--- src/rtl/mips_ctrl_pkg.sv ---
// Shared encodings for the multicycle MIPS main control FSM: opcodes, state
// codes, datapath select encodings and the decoded control word.
package mips_ctrl_pkg;

  localparam logic [5:0] OP_R    = 6'b000000;
  localparam logic [5:0] OP_LW   = 6'b100011;
  localparam logic [5:0] OP_SW   = 6'b101011;
  localparam logic [5:0] OP_BEQ  = 6'b000100;
  localparam logic [5:0] OP_ADDI = 6'b001000;
  localparam logic [5:0] OP_J    = 6'b000010;

  typedef enum logic [3:0] {
    S_FETCH  = 4'd0,
    S_DECODE = 4'd1,
    S_MEMADR = 4'd2,
    S_MEMRD  = 4'd3,
    S_MEMWB  = 4'd4,
    S_MEMWR  = 4'd5,
    S_EXEC   = 4'd6,
    S_ALUWB  = 4'd7,
    S_BRANCH = 4'd8,
    S_ADDIEX = 4'd9,
    S_ADDIWB = 4'd10,
    S_JUMP   = 4'd11
  } state_t;

  typedef enum logic [1:0] {
    SRCB_REG   = 2'd0,
    SRCB_FOUR  = 2'd1,
    SRCB_SEXT  = 2'd2,
    SRCB_SHIFT = 2'd3
  } srcb_t;

  typedef enum logic [1:0] {
    ALUOP_ADD   = 2'b00,
    ALUOP_SUB   = 2'b01,
    ALUOP_FUNCT = 2'b10
  } aluop_t;

  typedef enum logic [1:0] {
    PCSRC_ALU    = 2'd0,
    PCSRC_ALUOUT = 2'd1,
    PCSRC_JUMP   = 2'd2
  } pcsrc_t;

  typedef struct packed {
    logic   iord;
    logic   mem_write;
    logic   ir_write;
    logic   reg_dst;
    logic   mem_to_reg;
    logic   reg_write;
    logic   alu_src_a;
    srcb_t  alu_src_b;
    aluop_t alu_op;
    pcsrc_t pc_src;
    logic   pc_write;
    logic   branch;
    logic   instr_done;
  } ctrl_t;

  function automatic logic is_legal_op(input logic [5:0] op);
    return (op == OP_R) || (op == OP_LW) || (op == OP_SW) ||
           (op == OP_BEQ) || (op == OP_ADDI) || (op == OP_J);
  endfunction

endpackage

--- src/rtl/control_output_decode.sv ---
// Pure combinational Moore decode: registered state code -> datapath control word.
module control_output_decode
  import mips_ctrl_pkg::*;
(
  input  logic [3:0] state,
  output ctrl_t      ctrl
);

  // NOTE: every field gets a default before the case so no latch is inferred.
  always_comb begin
    ctrl = '0;
    case (state)
      S_FETCH: begin
        ctrl.ir_write  = 1'b1;
        ctrl.alu_src_b = SRCB_FOUR;
        ctrl.pc_write  = 1'b1;
      end
      S_DECODE: ctrl.alu_src_b = SRCB_SHIFT;
      S_MEMADR, S_ADDIEX: begin
        ctrl.alu_src_a = 1'b1;
        ctrl.alu_src_b = SRCB_SEXT;
      end
      S_MEMRD: ctrl.iord = 1'b1;
      S_MEMWB: begin
        ctrl.mem_to_reg = 1'b1;
        ctrl.reg_write  = 1'b1;
        ctrl.instr_done = 1'b1;
      end
      S_MEMWR: begin
        ctrl.iord       = 1'b1;
        ctrl.mem_write  = 1'b1;
        ctrl.instr_done = 1'b1;
      end
      S_EXEC: begin
        ctrl.alu_src_a = 1'b1;
        ctrl.alu_op    = ALUOP_FUNCT;
      end
      S_ALUWB: begin
        ctrl.reg_dst    = 1'b1;
        ctrl.reg_write  = 1'b1;
        ctrl.instr_done = 1'b1;
      end
      S_BRANCH: begin
        ctrl.alu_src_a  = 1'b1;
        ctrl.alu_op     = ALUOP_SUB;
        ctrl.pc_src     = PCSRC_ALUOUT;
        ctrl.branch     = 1'b1;
        ctrl.instr_done = 1'b1;
      end
      S_ADDIWB: begin
        ctrl.reg_write  = 1'b1;
        ctrl.instr_done = 1'b1;
      end
      S_JUMP: begin
        ctrl.pc_src     = PCSRC_JUMP;
        ctrl.pc_write   = 1'b1;
        ctrl.instr_done = 1'b1;
      end
      default: ctrl = '0;  // codes 12-15 drive nothing
    endcase
  end

endmodule

--- src/rtl/multicycle_control.sv ---
// Main control FSM for the multicycle MIPS datapath: state register, opcode-driven
// next-state logic, reset gating of every output and the PC load enable.
module multicycle_control
  import mips_ctrl_pkg::*;
#(
  parameter int OPW = 6,
  parameter int STW = 4
) (
  input  logic           clk,
  input  logic           rst,
  input  logic [OPW-1:0] opcode,
  input  logic           zero,
  output logic           IorD,
  output logic           MemWrite,
  output logic           IRWrite,
  output logic           RegDst,
  output logic           MemtoReg,
  output logic           RegWrite,
  output logic           ALUSrcA,
  output logic [1:0]     ALUSrcB,
  output logic [1:0]     ALUOp,
  output logic [1:0]     PCSrc,
  output logic           PCEn,
  output logic           instr_done,
  output logic           illegal_op,
  output logic [STW-1:0] state
);

  logic [STW-1:0] state_q;
  logic [STW-1:0] state_d;
  ctrl_t          ctrl;

  // NOTE: sequential state uses non-blocking assignment so every flop samples
  // pre-edge values regardless of process ordering.
  always_ff @(posedge clk) begin
    if (rst) state_q <= S_FETCH;
    else     state_q <= state_d;
  end

  always_comb begin
    state_d = S_FETCH;
    case (state_q)
      S_FETCH: state_d = S_DECODE;
      S_DECODE: begin
        case (opcode)
          OP_LW, OP_SW: state_d = S_MEMADR;
          OP_R:         state_d = S_EXEC;
          OP_BEQ:       state_d = S_BRANCH;
          OP_ADDI:      state_d = S_ADDIEX;
          OP_J:         state_d = S_JUMP;
          default:      state_d = S_FETCH;
        endcase
      end
      S_MEMADR: begin
        if      (opcode == OP_LW) state_d = S_MEMRD;
        else if (opcode == OP_SW) state_d = S_MEMWR;
        else                      state_d = S_FETCH;
      end
      S_MEMRD:  state_d = S_MEMWB;
      S_EXEC:   state_d = S_ALUWB;
      S_ADDIEX: state_d = S_ADDIWB;
      default:  state_d = S_FETCH;  // last states and illegal codes return to fetch
    endcase
  end

  control_output_decode u_decode (
    .state (state_q),
    .ctrl  (ctrl)
  );

  // Reset masks every output so an abandoned instruction cannot write anything.
  assign IorD       = ~rst & ctrl.iord;
  assign MemWrite   = ~rst & ctrl.mem_write;
  assign IRWrite    = ~rst & ctrl.ir_write;
  assign RegDst     = ~rst & ctrl.reg_dst;
  assign MemtoReg   = ~rst & ctrl.mem_to_reg;
  assign RegWrite   = ~rst & ctrl.reg_write;
  assign ALUSrcA    = ~rst & ctrl.alu_src_a;
  assign ALUSrcB    = rst ? 2'b00 : ctrl.alu_src_b;
  assign ALUOp      = rst ? 2'b00 : ctrl.alu_op;
  assign PCSrc      = rst ? 2'b00 : ctrl.pc_src;
  assign PCEn       = ~rst & (ctrl.pc_write | (ctrl.branch & zero));
  assign instr_done = ~rst & ctrl.instr_done;
  assign illegal_op = ~rst & (state_q == S_DECODE) & ~is_legal_op(opcode);
  assign state      = rst ? '0 : state_q;

endmodule

--- config.mk ---
export PLATFORM = sky130hd
export DESIGN_NAME = multicycle_control
export DESIGN_NICKNAME = d
export VERILOG_FILES = /design/src/rtl/mips_ctrl_pkg.sv /design/src/rtl/control_output_decode.sv /design/src/rtl/multicycle_control.sv
export SDC_FILE = /design/constraint.sdc
export NUM_CORES = 1
export LEC_CHECK = 0
export CORE_MARGIN = 10
export CORE_UTILIZATION = 39
export CTS_CLUSTER_SIZE = 16
export DETAILED_ROUTE_END_ITERATION = 6
export PLACE_DENSITY = 0.83
export SYNTH_ARGS = -nofsm -noshare
export SYNTH_HDL_FRONTEND = slang
export SYNTH_SLANG_ARGS = --single-unit
--- constraint.sdc ---
create_clock -name clk -period 3.75 [get_ports clk]
set_input_delay 0.9375 -clock clk [delete_from_list [all_inputs] [get_ports clk]]
set_output_delay 0.9375 -clock clk [all_outputs]
set_load 0.005 [all_outputs]
## Word level (Yosys, flattened, before mapping)

Index checks and enable logic that the tools add are counted.

- Equality and inequality tests: 16
- Muxes and demuxes: 21
- Bitwise gates (word level): 15
- Reductions and logical operators: 14

Operators with widths:

| cell | number |
|---|---|
| $pmux W4 S6 | 1 |
| $pmux W4 S5 | 1 |
| $eq A4 B3 Y1 const B | 4 |
| $eq A4 B4 Y1 const B | 4 |
| $and A1 B1 Y1 | 12 |
| $eq A6 B6 Y1 const B | 2 |
| $mux W1 | 10 |
| $eq A4 B2 Y1 const B | 2 |
| $pmux W2 S2 | 2 |
| $reduce_or A2 Y1 | 4 |
| $eq A6 B2 Y1 const B | 1 |
| $eq A6 B3 Y1 const B | 1 |
| $eq A6 B4 Y1 const B | 1 |
| $logic_not A6 Y1 | 1 |
| $mux W2 | 3 |
| $mux W3 | 2 |
| $pmux W2 S3 | 1 |
| $reduce_or A6 Y1 | 1 |
| $logic_or A1 B1 Y1 | 5 |
| $eq A4 B1 Y1 const B | 1 |
| $logic_not A4 Y1 | 1 |
| $mux W4 | 1 |
| $reduce_or A4 Y1 | 1 |
| $reduce_or A3 Y1 | 1 |
| 2 further kinds | 3 |

- Register bits after elaboration: 4
- Input bits: 9
- Output and inout bits: 20
- Logic and storage cells: 67

## Logic depth before layout (Yosys ltp)

Gate-level depths: netlist of the first run.

- Word-level depth: 8
- Mapped depth: 4
- Depth with buffers taken out: 4

## Cells and area by module

A second synthesis of the first run with hierarchy kept.

- Cell total of the unflattened synthesis: 91
- Area total of the unflattened synthesis: 600.6 µm²

Modules (own cells, without submodules):

| module | instances | cells each | area an instance (µm²) | sequential area each (µm²) |
|---|---|---|---|---|
| multicycle_control | 1 | 61 | 424.2 | 80.1 |
| control_output_decode | 1 | 30 | 176.4 | 0.0 |

## Least setup slack after synthesis of the first run

OpenSTA, ideal clock, no wires.

- Kind: input -> output
- Start: input port rst
- End: output port illegal_op
- Arrival: 1930 ps
- Required time: 2812 ps
- Path slack: 882 ps
- Cell stages on the path: 3
- Cells stage by stage: or3_1 -> or3_1 -> nor4b_1

- Longest elaborated chain between the ends: 3

RTL lines:

| item | line | source |
|---|---|---|
| start: declaration | multicycle_control.sv:10 | `input logic rst,` |
| $not A1 Y1 | multicycle_control.sv:84 | `assign illegal_op = ~rst & (state_q == S_DECODE) & ~is_legal_op(opcode);` |
| $and A1 B1 Y1 (2 in a row) | multicycle_control.sv:84 |  |
| end: declaration | multicycle_control.sv:25 | `output logic illegal_op,` |

No other way between the ends.

## Worst setup path after layout of the first run

- Start: input port opcode[3]
- End: output port illegal_op

- Longest elaborated chain between the ends: 8
- Elaborated cells on any way between the ends: 13

RTL lines:

| item | line | source |
|---|---|---|
| start: declaration | multicycle_control.sv:11 | `input logic [OPW-1:0] opcode,` |
| $eq A6 B6 Y1 / $logic_not A6 Y1 (equally long branches) | mips_ctrl_pkg.sv:63 | `return (op == OP_R) \|\| (op == OP_LW) \|\| (op == OP_SW) \|\|` |
| $logic_or A1 B1 Y1 (3 in a row) | mips_ctrl_pkg.sv:63 |  |
| $logic_or A1 B1 Y1 | mips_ctrl_pkg.sv:64 | `(op == OP_BEQ) \|\| (op == OP_ADDI) \|\| (op == OP_J);` |
| $logic_or A1 B1 Y1 (*) | mips_ctrl_pkg.sv:64 |  |
| $not A1 Y1 (*) | multicycle_control.sv:84 |  |
| $and A1 B1 Y1 (*) | multicycle_control.sv:84 |  |

Every way passes the cells marked *; elsewhere a longest branch is shown, timed or not.

==> impl_metrics.ini, run 1 <==
[floorplan]
start_util_pct = 43.16
die-height_um = 56
core_um2 = 1171
rows = 12
fp.dieArea_um2 = 3136
die_x_um = 56
pin_count = 29

[synthesis]
syn_area_um2 = 505.5
synth_top_area_share_pct = 15.84
ys_warn_count = 0
yosys_register_bits = 4
synth_flop_cell = dfxtp_1
synth.avg_cell_area_um2 = 6.565
synth_largest_area_cell = dfxtp_1
synthCells = 77
yosys.cell_types.count = 32
yosysSeqAreaShare_pct = 15.84
synth_fp_nets = 86
synth.most_common_cell = nor2_1
synth.area.top_cells = dfxtp_1 (16%), nor3_1 (7.9%), nand2b_1 (7.4%), nor2_1 (7.4%), a21oi_1 (5.0%)
synth_edf_count = 0
synth_commonest_cells = nor2_1 (10), nor3_1 (8), nand2b_1 (6), a21oi_1 (5)
synth-async-reset-ratio_pct = 0

[clocking]
cts_buffer_depth = 2
clock-sinks = 4
root_buffer = clkbuf_4
cts_setup_buffers = 0
clk_pin_slew_worst_paths_ps = 30
cts_buffers = 3
cts_hold_buf = 0
cts_tree = built
insertion_delay_ps = 230
h-tree-depth = 1

[grt]
grt_pass1_vias = 595
grt_use_total_pct = 11.45
antenna_found_initial = 0
grt_pass1_wl_um = 3125
grt.overflow.total = 0
grt_max_degree = 15

[finish]
largest_reg_flops = 4
fin_nets = 124
syn_to_final_growth_pct = 74.26
largestRegisters = state_q (4)
regArea_um2 = 80.08
diodes = 0
multiInputGateArea_um2 = 391.6
regMostFlops = state_q
nFillCells = 97
design_area_um2 = 880.8
drive_above_1_share_pct = 13.27
fin_cells = 127

[routing]
wl_per_cell_um = 14.50
first_iter_violations = 26
vias = 679
via_per_inst = 5.346
final_antenna_net_count = 0
dr.pass1.iters = 4
totalWireLength_um = 1842
drc = 0

[power]
ir_worst_vdd_mv = 0.1800
p_leak_uw = 0.0003355
p_per_area_nw_per_um2 = 173.8

[setup_path]
criticalPathCategory = in2out
worstPathArrival_ps = 2620
required_ps = 2810
path_max_fanout = 2
startpoint_type = primary input
end_kind = output pin
startpoint = opcode[3]
reg2reg_from = state_q[0]
slowest_stage = clkdlybuf4s50_1
path_cells = clkdlybuf4s50_1, or3_4, or4_1, nor4b_1, dlygate4sd2_1
crit_path_max_incr_delay_ps = 430

[placed_design]
gp_congestion = 0.8632
dp_hpwl_um = 1464
portBuffers = 28
dp_slack_ps = -97.33
dpl_cell_area_um2 = 859.6
place_inst = 124

[sta]
fin_ws_ps = 188.2
rsz0062_at_grt = false
final-max-slew-violation-count = 0
final.period_utilization_pct = 94.98
max_freq_mhz = 280.8
hold_violations = 0
setup_viol = 0
slew_headroom_pct = 66.16
worst_pin_slew_ps = 503.0
worst_clock_skew_ps = 1.063
fin_crit_ps = 3562

[job]
max_cap_viol_count = 0

[run_status]
status = finished clean

[hold_path]
min_from = state_q[3]
hp-class = reg2reg
## final cells by class
class	instances	share of cell area, %
Inverter	4	1.705
Multi-Input combinational cell	64	44.46
Timing Repair Buffer	38	40.20
Sequential cell	4	9.091
Clock buffer	3	2.557
Tap cell	14	1.989
## where the power goes
part	total, uW	internal, uW	leakage (uW)	switching (uW)
clock	50.8	35.6	0.0000138	15.1
sequential	48.4	44.1	0.0000326	4.30
combinational	53.9	31.4	0.000289	22.4
## cell usage in the layout, fill, tap and decap left out, types with 4 or more instances in the layout
cell,count
dfxtp_1,4
nand2b_1,6
o21ai_0,4
nor2_1,10
inv_1,4
clkdlybuf4s50_1,27
nor4_1,4
nor3_1,8
buf_4,10
a21oi_1,5
## path summary, 6_finish.rpt
| kind | slack [ps] | depth (start not counted) | endpoint |
|---|---|---|---|
| setup / recovery | 190 | 5 | illegal_op |
| hold / removal | 740 | 1 | state_q[3] |
| setup reg to reg | 2250 | 4 | state_q[0] |
| hold reg to reg | 740 | 1 | state_q[3] |
## critical path: cells and delay by family
kind          cells  cell delay [ps]
buf+inv           2              720
simple gates      3              960
## cells by family (layout without fill, tap and decap cells)
group	Yosys count	count (layout)	share of synthesized area, %
simple gates	40	40	45.05
xor+xnor	3	3	5.199
flops	4	4	15.84
compound gates	21	21	27.23
buf+inv	9	45	6.683
## layer usage
layer	up-vias	share of wire, %	global-route usage (%)
met5	-	0	0
met4	0	0.43	4.778
met3	2	6.4	2.506
met2	21	48	17.01
met1	298	45	15.17
li1	358	-	-
## through the flow
| stage | hold WS (ps) | TNS [ps] | util [%] | power (uW) |
|---|---|---|---|---|
| after floorplan | 648.1 | 0 | - | 69.63 |
| after CTS | 734.3 | 0 | 75.21 | 156.6 |
| final | 742.9 | 0 | 75.21 | 153.1 |
| after global placement | 723.2 | -32.12 | 73.40 | 101.9 |
| after detailed placement | 727.5 | -97.33 | 73.40 | 102.8 |
| after global routing | 787.9 | 0 | 75.21 | 163.9 |
## repair_timing
action,4_1_cts,5_1_grt
gates resized for setup,1,0
setup endpoints to repair,1,0
endpoints found under the hold margin,0,0
Power figures use the tool's default switching activity.
==> run 2, diff against run 1 <==
Settings changed: CTS_CLUSTER_DIAMETER set to 40.
==> results of run 2 <==
The final DEF is identical to that of run 1; final timing and power are the same.
==> run 3, diff against run 2 <==
Settings changed: RECOVER_POWER set to 50.
==> impl_metrics.ini, run 3 (synthesis gave the netlist of run 1 again) <==
[run_status]
status = finished clean

[setup_path]
path_cells = clkdlybuf4s50_1, or3_2, or4_1, nor4b_1, dlygate4sd2_1
slowest_stage = or3_2
criticalPathCategory = in2out
rrSetupSlack_ps = 2260
path_max_fanout = 2
reg2reg_from = state_q[0]
worstPathArrival_ps = 2720
required_ps = 2810
startpoint_type = primary input
cp_top_family = simple AND/OR/NAND/NOR gates
worstRegToRegCells = 4
cp.depth = 5
worstReg2RegEnd = state_q[0]
end_kind = output pin
cp.buffers_inverters = 2
crit_path_max_incr_delay_ps = 490

[power]
total_power_uw = 151.9
p_comb_share_pct = 34.7
p_leak_uw = 0.0003621
p_sw_uw = 41.57
seq_power_share_pct = 31.8
p_per_area_nw_per_um2 = 173.1
clkPwrFrac_pct = 33.4
internal-power_uw = 110.3
ir_worst_vdd_mv = 0.1797
p_sw_share_pct = 27.37

[sta]
worst_clock_skew_ps = 1.063
fin_setup_tns_ps = 0
fin_ws_ps = 94.86
slew_headroom_pct = 67.00
max_freq_mhz = 273.6
hold_violations = 0
fin_crit_ps = 3655
worst_pin_slew_ps = 490.5
final.period_utilization_pct = 97.47
setup_viol = 0
final-max-slew-violation-count = 0
rsz0062_at_grt = false

[grt]
grt_pass1_vias = 595
grt.overflow.total = 0
antenna_found_initial = 0
grt_pass1_wl_um = 3125
grt_use_total_pct = 11.45
grt_max_degree = 15

[routing]
vias = 680
wl_per_cell_um = 14.31
drc = 0
via_per_inst = 5.354
totalWireLength_um = 1818
first_iter_violations = 27
dr.pass1.iters = 4
final_antenna_net_count = 0

[hold_path]
holdPathEnd = state_q[3]
min_from = state_q[3]
hold_depth = 1
hp-class = reg2reg

[clocking]
root_buffer = clkbuf_4
cts_hold_buf = 0
cts_buffers = 3
cts_tree = built
clk_pin_slew_worst_paths_ps = 30
insertion_delay_ps = 230
cts_buffer_depth = 2
clock-sinks = 4
h-tree-depth = 1

[finish]
nFillCells = 99
regArea_um2 = 80.08
final_cell_mix = clkdlybuf4s50_1 (18), nor2_1 (10), buf_4 (10)
design_area_um2 = 877.1
largestRegisters = state_q (4)
final_common_cell = clkdlybuf4s50_1
syn_to_final_growth_pct = 73.51
diodes = 0
largest_reg_flops = 4
drive_above_1_share_pct = 13.27
multiInputGateArea_um2 = 387.9
fin_cells = 127
fin_nets = 124
regMostFlops = state_q

[floorplan]
fp.dieArea_um2 = 3136
rows = 12
die_x_um = 56
start_util_pct = 43.16
die-height_um = 56
core_um2 = 1171
pin_count = 29

[placed_design]
dpl_cell_area_um2 = 859.6
place_inst = 124
gp_congestion = 0.8632
portBuffers = 28
dp_hpwl_um = 1464
dp_slack_ps = -97.33

[job]
max_cap_viol_count = 0
## run 3: cell types whose count changed in the layout (fill, tap and decap cells not counted), sizes merged
cell	change
clkdlybuf4s50	-9
dlygate4sd3	+9
## run 3: metrics by stage
step,hold WS (ps),utilization [%]
6_report,735.7,74.89
5_1_grt,787.9,74.89
4_1_cts,734.3,75.21
3_5_place_dp,727.5,73.40
3_3_place_gp,723.2,73.40
2_1_floorplan,648.1,-
## run 3: per-layer routing
metal,global-route usage [%],vias to the layer above,share of wire [%]
met2,17.01,25,47
li1,-,357,-
met3,2.506,2,7.1
met5,0,-,0
met1,15.17,296,46
met4,4.778,0,0.44
## run 3: layout make-up
| class | count | share of cell area, % |
|---|---|---|
| Multi-Input combinational cell | 64 | 44.22 |
| Timing Repair Buffer | 38 | 40.37 |
| Sequential cell | 4 | 9.130 |
| Clock buffer | 3 | 2.568 |
| Tap cell | 14 | 1.997 |
| Inverter | 4 | 1.712 |
## run 3: power by group through the flow
stage | logic, uW | registers [uW] | clock network [uW]
detailed placement | 53.9 | 48.9 | 0
global route | 58.0 | 48.9 | 56.0
CTS | 53.7 | 48.3 | 54.6
global placement | 53.1 | 48.8 | 0
finish | 52.7 | 48.4 | 50.8
floorplan | 24.2 | 45.4 | 0
## run 3: worst max-delay path by stage
stage,startpoint,end,slack [ps]
2_1_floorplan,rst,illegal_op,880
3_5_place_dp,rst,illegal_op,-100
3_3_place_gp,rst,illegal_op,-30
6_report,opcode[3],illegal_op,90
4_1_cts,opcode[3],illegal_op,180
5_1_grt,opcode[3],illegal_op,30
## run 3: what timing repair did
item,CTS,global route
gates resized for setup,1,0
endpoints found under the setup margin,1,0
setup buffers,0,0
